### config.mk
export PLATFORM = sky130hd
export DESIGN_NAME = psram_arbiter
export DESIGN_NICKNAME = d
export VERILOG_FILES = /design/src/rtl/psram_arbiter.sv
export SDC_FILE = /design/constraint.sdc
export NUM_CORES = 1
export LEC_CHECK = 0
export CORE_MARGIN = 1.5
export CORE_UTILIZATION = 44
export CTS_CLUSTER_DIAMETER = 200
export DETAILED_ROUTE_END_ITERATION = 10
export GPL_ROUTABILITY_DRIVEN = 0
export GPL_TIMING_DRIVEN = 0
export MAX_ROUTING_LAYER = met4
export PLACE_DENSITY = 0.85
export SYNTH_ARGS = -nofsm -noshare
export SYNTH_HDL_FRONTEND = slang
export SYNTH_SLANG_ARGS = --single-unit
### constraint.sdc
create_clock -name clk_x2 -period 5.2 [get_ports clk_x2]
set_input_delay 0.78 -clock clk_x2 [delete_from_list [all_inputs] [get_ports clk_x2]]
set_output_delay 0.78 -clock clk_x2 [all_outputs]
set_load 0.03 [all_outputs]
### src/rtl/psram_arbiter.sv
// psram_arbiter
//   Two-port arbiter placing CPU (DCJ11 bus) and DMA accesses onto a single
//   PSRAM controller command port, one access outstanding at a time.
//   CPU has priority; DMA wins when the CPU is idle or after STARVE_LIMIT
//   back-to-back CPU grants made while DMA was waiting.
//
// Parameters
//   STARVE_LIMIT : CPU grants with DMA pending before DMA is forced through
//   TIMEOUT      : WAIT cycles allowed for ram_done before the access aborts
//
// Ports
//   clk_x2, rstb                 : clock (posedge), synchronous active-low reset
//   cpu_req/we/byte/addr/wdata   : CPU request (level, held until cpu_ack)
//   cpu_ack/rdata/err            : CPU completion pulse, read data, timeout flag
//   dma_*                        : DMA requester, same semantics as CPU
//   ram_read/write/byte/addr/wdata : one-cycle command to the RAM controller
//   ram_rdata, ram_busy, ram_done  : controller read data, back-pressure, done
module psram_arbiter #(
  parameter int STARVE_LIMIT = 8,
  parameter int TIMEOUT      = 255
) (
  input  logic        clk_x2,
  input  logic        rstb,
  input  logic        cpu_req,
  input  logic        cpu_we,
  input  logic        cpu_byte,
  input  logic [21:0] cpu_addr,
  input  logic [15:0] cpu_wdata,
  output logic        cpu_ack,
  output logic [15:0] cpu_rdata,
  output logic        cpu_err,
  input  logic        dma_req,
  input  logic        dma_we,
  input  logic        dma_byte,
  input  logic [21:0] dma_addr,
  input  logic [15:0] dma_wdata,
  output logic        dma_ack,
  output logic [15:0] dma_rdata,
  output logic        dma_err,
  output logic        ram_read,
  output logic        ram_write,
  output logic        ram_byte,
  output logic [21:0] ram_addr,
  output logic [15:0] ram_wdata,
  input  logic [15:0] ram_rdata,
  input  logic        ram_busy,
  input  logic        ram_done
);

  localparam int SW = $clog2(STARVE_LIMIT + 1);
  localparam int TW = $clog2(TIMEOUT + 1);

  typedef enum logic [1:0] {IDLE, ISSUE, WAIT, DONE} state_t;

  state_t        state, state_nxt;
  logic          owner_dma;
  logic          lat_we;
  logic          lat_byte;
  logic [21:0]   lat_addr;
  logic [15:0]   lat_wdata;
  logic [SW-1:0] starve_cnt;
  logic [TW-1:0] tmo_cnt;
  logic          err_q;

  logic grant_any;
  logic grant_dma;
  logic cmd_fire;
  logic tmo_hit;

  assign grant_any = cpu_req | dma_req;
  // DMA takes the slot when the CPU is not asking or has been favoured too long.
  assign grant_dma = dma_req & (~cpu_req | (starve_cnt >= SW'(STARVE_LIMIT)));
  assign cmd_fire  = (state == ISSUE) & ~ram_busy;
  // Last permitted WAIT cycle with no completion: abort on this edge.
  assign tmo_hit   = (state == WAIT) & ~ram_done & (tmo_cnt == TW'(TIMEOUT - 1));

  // The latched request drives the controller bus; it only matters while the
  // strobe is up, but holding it steady keeps the bus quiet between accesses.
  assign ram_addr  = lat_addr;
  assign ram_wdata = lat_wdata;

  always_comb begin
    state_nxt = state;
    ram_read  = 1'b0;
    ram_write = 1'b0;
    ram_byte  = 1'b0;
    cpu_ack   = 1'b0;
    dma_ack   = 1'b0;
    cpu_err   = 1'b0;
    dma_err   = 1'b0;
    case (state)
      IDLE: begin
        if (grant_any) state_nxt = ISSUE;
      end
      ISSUE: begin
        if (cmd_fire) begin
          ram_read  = ~lat_we;
          ram_write = lat_we;
          ram_byte  = lat_we & lat_byte;
          state_nxt = WAIT;
        end
      end
      WAIT: begin
        if (ram_done || tmo_hit) state_nxt = DONE;
      end
      DONE: begin
        cpu_ack   = ~owner_dma;
        dma_ack   = owner_dma;
        cpu_err   = ~owner_dma & err_q;
        dma_err   = owner_dma & err_q;
        state_nxt = IDLE;
      end
      default: state_nxt = IDLE;
    endcase
  end

  always_ff @(posedge clk_x2) begin
    if (!rstb) begin
      state      <= IDLE;
      owner_dma  <= 1'b0;
      lat_we     <= 1'b0;
      lat_byte   <= 1'b0;
      lat_addr   <= '0;
      lat_wdata  <= '0;
      starve_cnt <= '0;
      tmo_cnt    <= '0;
      err_q      <= 1'b0;
      cpu_rdata  <= '0;
      dma_rdata  <= '0;
    end else begin
      state <= state_nxt;
      case (state)
        IDLE: begin
          if (grant_any) begin
            owner_dma <= grant_dma;
            lat_we    <= grant_dma ? dma_we    : cpu_we;
            lat_byte  <= grant_dma ? dma_byte  : cpu_byte;
            lat_addr  <= grant_dma ? dma_addr  : cpu_addr;
            lat_wdata <= grant_dma ? dma_wdata : cpu_wdata;
            err_q     <= 1'b0;
          end
          // Any DMA grant, or DMA no longer waiting, forgives the CPU's history.
          if (grant_dma || !dma_req) begin
            starve_cnt <= '0;
          end else if (cpu_req && (starve_cnt < SW'(STARVE_LIMIT))) begin
            starve_cnt <= starve_cnt + SW'(1);
          end
        end
        ISSUE: begin
          tmo_cnt <= '0;
        end
        WAIT: begin
          tmo_cnt <= tmo_cnt + TW'(1);
          if (ram_done) begin
            if (!lat_we) begin
              if (owner_dma) dma_rdata <= ram_rdata;
              else           cpu_rdata <= ram_rdata;
            end
          end else if (tmo_hit) begin
            err_q <= 1'b1;
            if (owner_dma) dma_rdata <= 16'hFFFF;
            else           cpu_rdata <= 16'hFFFF;
          end
        end
        default: ;
      endcase
    end
  end

endmodule

* After elaboration in Yosys (flattened, before gate mapping)
Cells that the tools add are included.
** Word-level totals
- Flip-flop bits (word level) :: 88
- Bits of input ports :: 102
- Output and inout bits :: 77
- Logic and storage cells :: 89
** Cells by class
- $add $sub $neg :: 2
- $lt $le $gt $ge :: 2
- Equality and inequality tests :: 10
- Muxes and demuxes :: 35
- Bitwise gates (word level) :: 14
- Reduce and logical (&&, ||, !) cells :: 15
** Operators with widths (count)
- 2-to-1 mux 16 bit :: 11
- 2-to-1 mux 22 bit :: 1
- case mux 8 bit (2 select lines) :: 1
- 2-to-1 mux 1 bit :: 15
- AND reduction 4 bit :: 3
- inequality test 2 bit, second input constant :: 5
- adder 8 x 1 -> 8 bit, second input constant :: 1
- == test 8 bit, second input constant :: 1
- 2-to-1 mux 4 bit :: 2
- case mux 2 bit (4 select lines) :: 1
- nonzero test 2 bit :: 4
- AND 1 bit :: 7
- 2-to-1 mux 2 bit :: 3
- NOT 1 bit :: 5
- adder 4 x 1 -> 4 bit, second input constant :: 1
- == test 2 bit, second input constant :: 2
- >= comparator 4 bit, second input constant :: 1
- < comparator 4 bit, second input constant :: 1
- AND reduction 2 bit :: 2
- AND reduction 3 bit :: 1
- == test 2 x 1 -> 1 bit, second input constant :: 1
- zero test 2 bit :: 1
- logical OR 1 bit :: 2
- inequality test 2 x 1 -> 1 bit, second input constant :: 1
- other kinds (4) :: 5

* Longest topological paths before layout
- Word-level depth :: 6
- Mapped depth :: 7
- Mapped depth without buffers :: 6

* Worst setup path after synthesis
OpenSTA, ideal clock, no wires.
- Path kind :: input port to output port
- Start :: input port ram_busy
- End :: output port ram_byte
- Arrival time :: 1516 ps
- Required time :: 4420 ps
- Slack :: 2904 ps
- Stages on the path :: 2
- Buffers on the path :: 0
- Cells stage by stage :: and3b_1 -> and2_1
** Between the ends
- Word-level cells in the longest chain between the ends :: 4
** RTL lines
- from (decl) :: line 46 : input logic ram_busy,
- NOT 1 bit :: line 73 : assign cmd_fire = (state == ISSUE) & ~ram_busy;
- AND 1 bit :: line 73
- 2-to-1 mux 1 bit :: line 96 : if (cmd_fire) begin
- 2-to-1 mux 1 bit :: line 91 : case (state)
- to (decl) :: line 42 : output logic ram_byte,
No other way between the ends.

* Worst setup path after layout
Same ends and word-level chain as after synthesis.

==> results.toml <==
[run_status]
status = "complete, no violations"

[floorplan]
chipWidth_um = 95.4
coreArea_um2 = 8260
dieArea_um2 = 9110
fp.dieH_um = 95.4
std_cell_rows = 33
num_io_pins = 179
start_util_pct = 45.5

[timing]
setup_viol_count_final = 0
fin_worst_skew_ns = 0.0133
slew_headroom_pct = 63.9
finalMaxSlewViolations = 0
fin_ws_ns = 2.12
final.period_utilization_pct = 59.1
setup_tns_ns = 0
period_needed_ns = 3.08
rsz0062_at_grt = "no"
hold_viol = 0
worst_slew_pin_slew_ns = 0.542
fmax_mhz = 325

[cts]
cts_tree = "yes"
clock_path_buffers = 2
clock_sinks = 88
cts_resized = 0
postCtsHoldBufs = 0
htreeDepth = 3
cts_buffers = 9
clk_pin_slew_ns = 0.10
cts_setup_buffers = 0
clk_latency_ns = 0.35
cts_root_buf = "clkbuf_8"

[pwr]
peakVddDrop_uv = 231
power_density_nw_per_um2 = 441
p_switching_w = 0.00103
p_int_w = 0.00157
swShare_pct = 39.6
comb_power_share_pct = 44.5
p_seq_share_pct = 35.0
pwr-share-clk_pct = 20.5
p_leak_nw = 2.19

[yosys]
synth_cells = 412
ys_seq_area_share_pct = 46.9
yosysWarnings = 0
ys_ff_latch = 88
ys_types = 36
synth_edf_count = 0
syn_area_um2 = 3760
synth_fp_nets = 522
synth_flop_cell = "dfxtp_1"
syn_avg_cell_area_um2 = 9.13
async_flop_share_pct = 0

[final_layout]
syn_to_final_growth_pct = 56.6
fin_nets = 710
drive_gt1_share_pct = 10.2
fillCellCount = 631
multi_input_area_um2 = 1800
layout_common_cells = "clkdlybuf4s50_1 (177), dfxtp_1 (88), nor2_1 (53)"
final_common_cell = "clkdlybuf4s50_1"
finalNonFillerCells = 710
n_antenna_cell = 0
seqCellArea_um2 = 1760

[global_route]
grt_max_degree = 17
grt_overflow = 0
antenna_found_initial = 0
grtUsageTotal_pct = 25.8
grt_pass1_vias = 3658
grt_pass1_wl_um = 17800

[critical_path]
crit_type = "input pin to output pin"
slowest_stage = "clkdlybuf4s50_1"
crit_arrival_ns = 2.30
worst_ep_required_time_ns = 4.42
max_stage_delay_ns = 0.69
startpoint_type = "input pin"
crit_path_end_kind = "output pin"
path_cells = "clkdlybuf4s50_1, and3b_1, and2_1, clkdlybuf4s50_1"
critPathMaxFanout = 3
cpMostUsedCell = "clkdlybuf4s50_1"

[detailed_routing]
vias_per_cell = 5.58
ant_nets = 0
drt-initial-drc-count = 175
vias = 3959
drtPass1Iterations = 4
drc = 0
routed_wl_um = 11700
wire_per_inst_um = 16.4

[placed_design]
dp_slack_ns = 2.12
place_inst = 694
dp_hpwl_um = 8670
port_buffers = 177

[min_path]
hp-class = "register to register"

[job]
maxCapViolations = 0
registers in the layout (all words and copies together), names as in the netlist:
name and cells:
dma_rdata 16, starve_cnt 4, tmo_cnt 8, owner_dma 1
ram_wdata 16, ram_addr 22, lat_we 1, lat_byte 1
err_q 1, state 2, cpu_rdata 16
power by group through the flow:
stage / clock network, W / registers [W] / logic [W]
2_1_floorplan: 0 / 0.00116 / 0.000434
3_3_place_gp: 0 / 0.000917 / 0.00112
3_5_place_dp: 0 / 0.000923 / 0.00115
4_1_cts: 0.000536 / 0.000909 / 0.00116
5_1_grt: 0.000561 / 0.000927 / 0.00125
6_report: 0.000532 / 0.000911 / 0.00116
worst paths after layout:
kind / end / slack (ns) / start / depth (start not counted)
setup reg to reg: ram_wdata[12] / 3.10 / state[1] / 7
hold / removal: starve_cnt[2] / 0.48 / starve_cnt[2] / 2
hold reg to reg: starve_cnt[2] / 0.48 / starve_cnt[2] / 2
setup / recovery: ram_byte / 2.12 / ram_busy / 4
stage by stage:
stage	total power (W)	utilization (%)	hold slack, ns	cell area [um^2]
2_1_floorplan	0.00160	-	0.440	3760
3_3_place_gp	0.00204	68.6	0.453	5660
3_5_place_dp	0.00207	68.6	0.459	5660
4_1_cts	0.00260	71.3	0.473	5890
5_1_grt	0.00274	71.3	0.510	5890
6_report	0.00260	71.3	0.476	5890
cells by family (layout without fill, tap and decap cells):
kind of cell	after synthesis	in the layout	share of synthesized area, %
adder cells (fa/ha/maj)	8	8	2.66
buffers and inverters	47	240	5.36
AND/OR/NAND/NOR	173	173	21.0
flip-flops	88	88	46.9
XOR/XNOR	6	6	1.40
AO/OA/AOI/OAI	88	88	22.2
multiplexers	2	2	0.532
per-layer routing:
metal  vias to the layer above  GRT usage (%)  wire length (um)
met4                         0           10.3               193
li1                       1894              -                 -
met3                        19           4.55               887
met5                         -              -                 0
met2                       173           41.9              5640
met1                      1873           31.9              4940
cell usage after synthesis, types with 3 or more instances:
library cell	count	area (um^2)
a21oi_1	5	25.0
a311oi_1	40	350
and2_1	4	25.0
and3_1	3	18.8
buf_6	3	33.8
clkbuf_1	32	120
dfxtp_1	88	1760
ha_1	8	100
inv_1	8	30.0
nand2_1	49	184
nand2b_1	4	25.0
nand3_1	45	225
nand4_1	4	25.0
nor2_1	53	199
o21ai_0	3	15.0
o221a_2	33	372
xor2_1	6	52.6
cell type report:
class,instances,share of cell area (%)
clock buffers,9,2.10
plain buffers,38,2.85
flip-flops and latches,88,29.9
inverters,9,0.574
clock inverters,7,1.72
multi-input cells,277,30.5
repair buffers,177,30.1
well taps,105,2.23
worst max-delay path, delay by kind of cell:
family        cells  cell delay [ns]
buf+inv           2             1.15
simple gates      2             0.37
(Power assumes the default switching activity.)
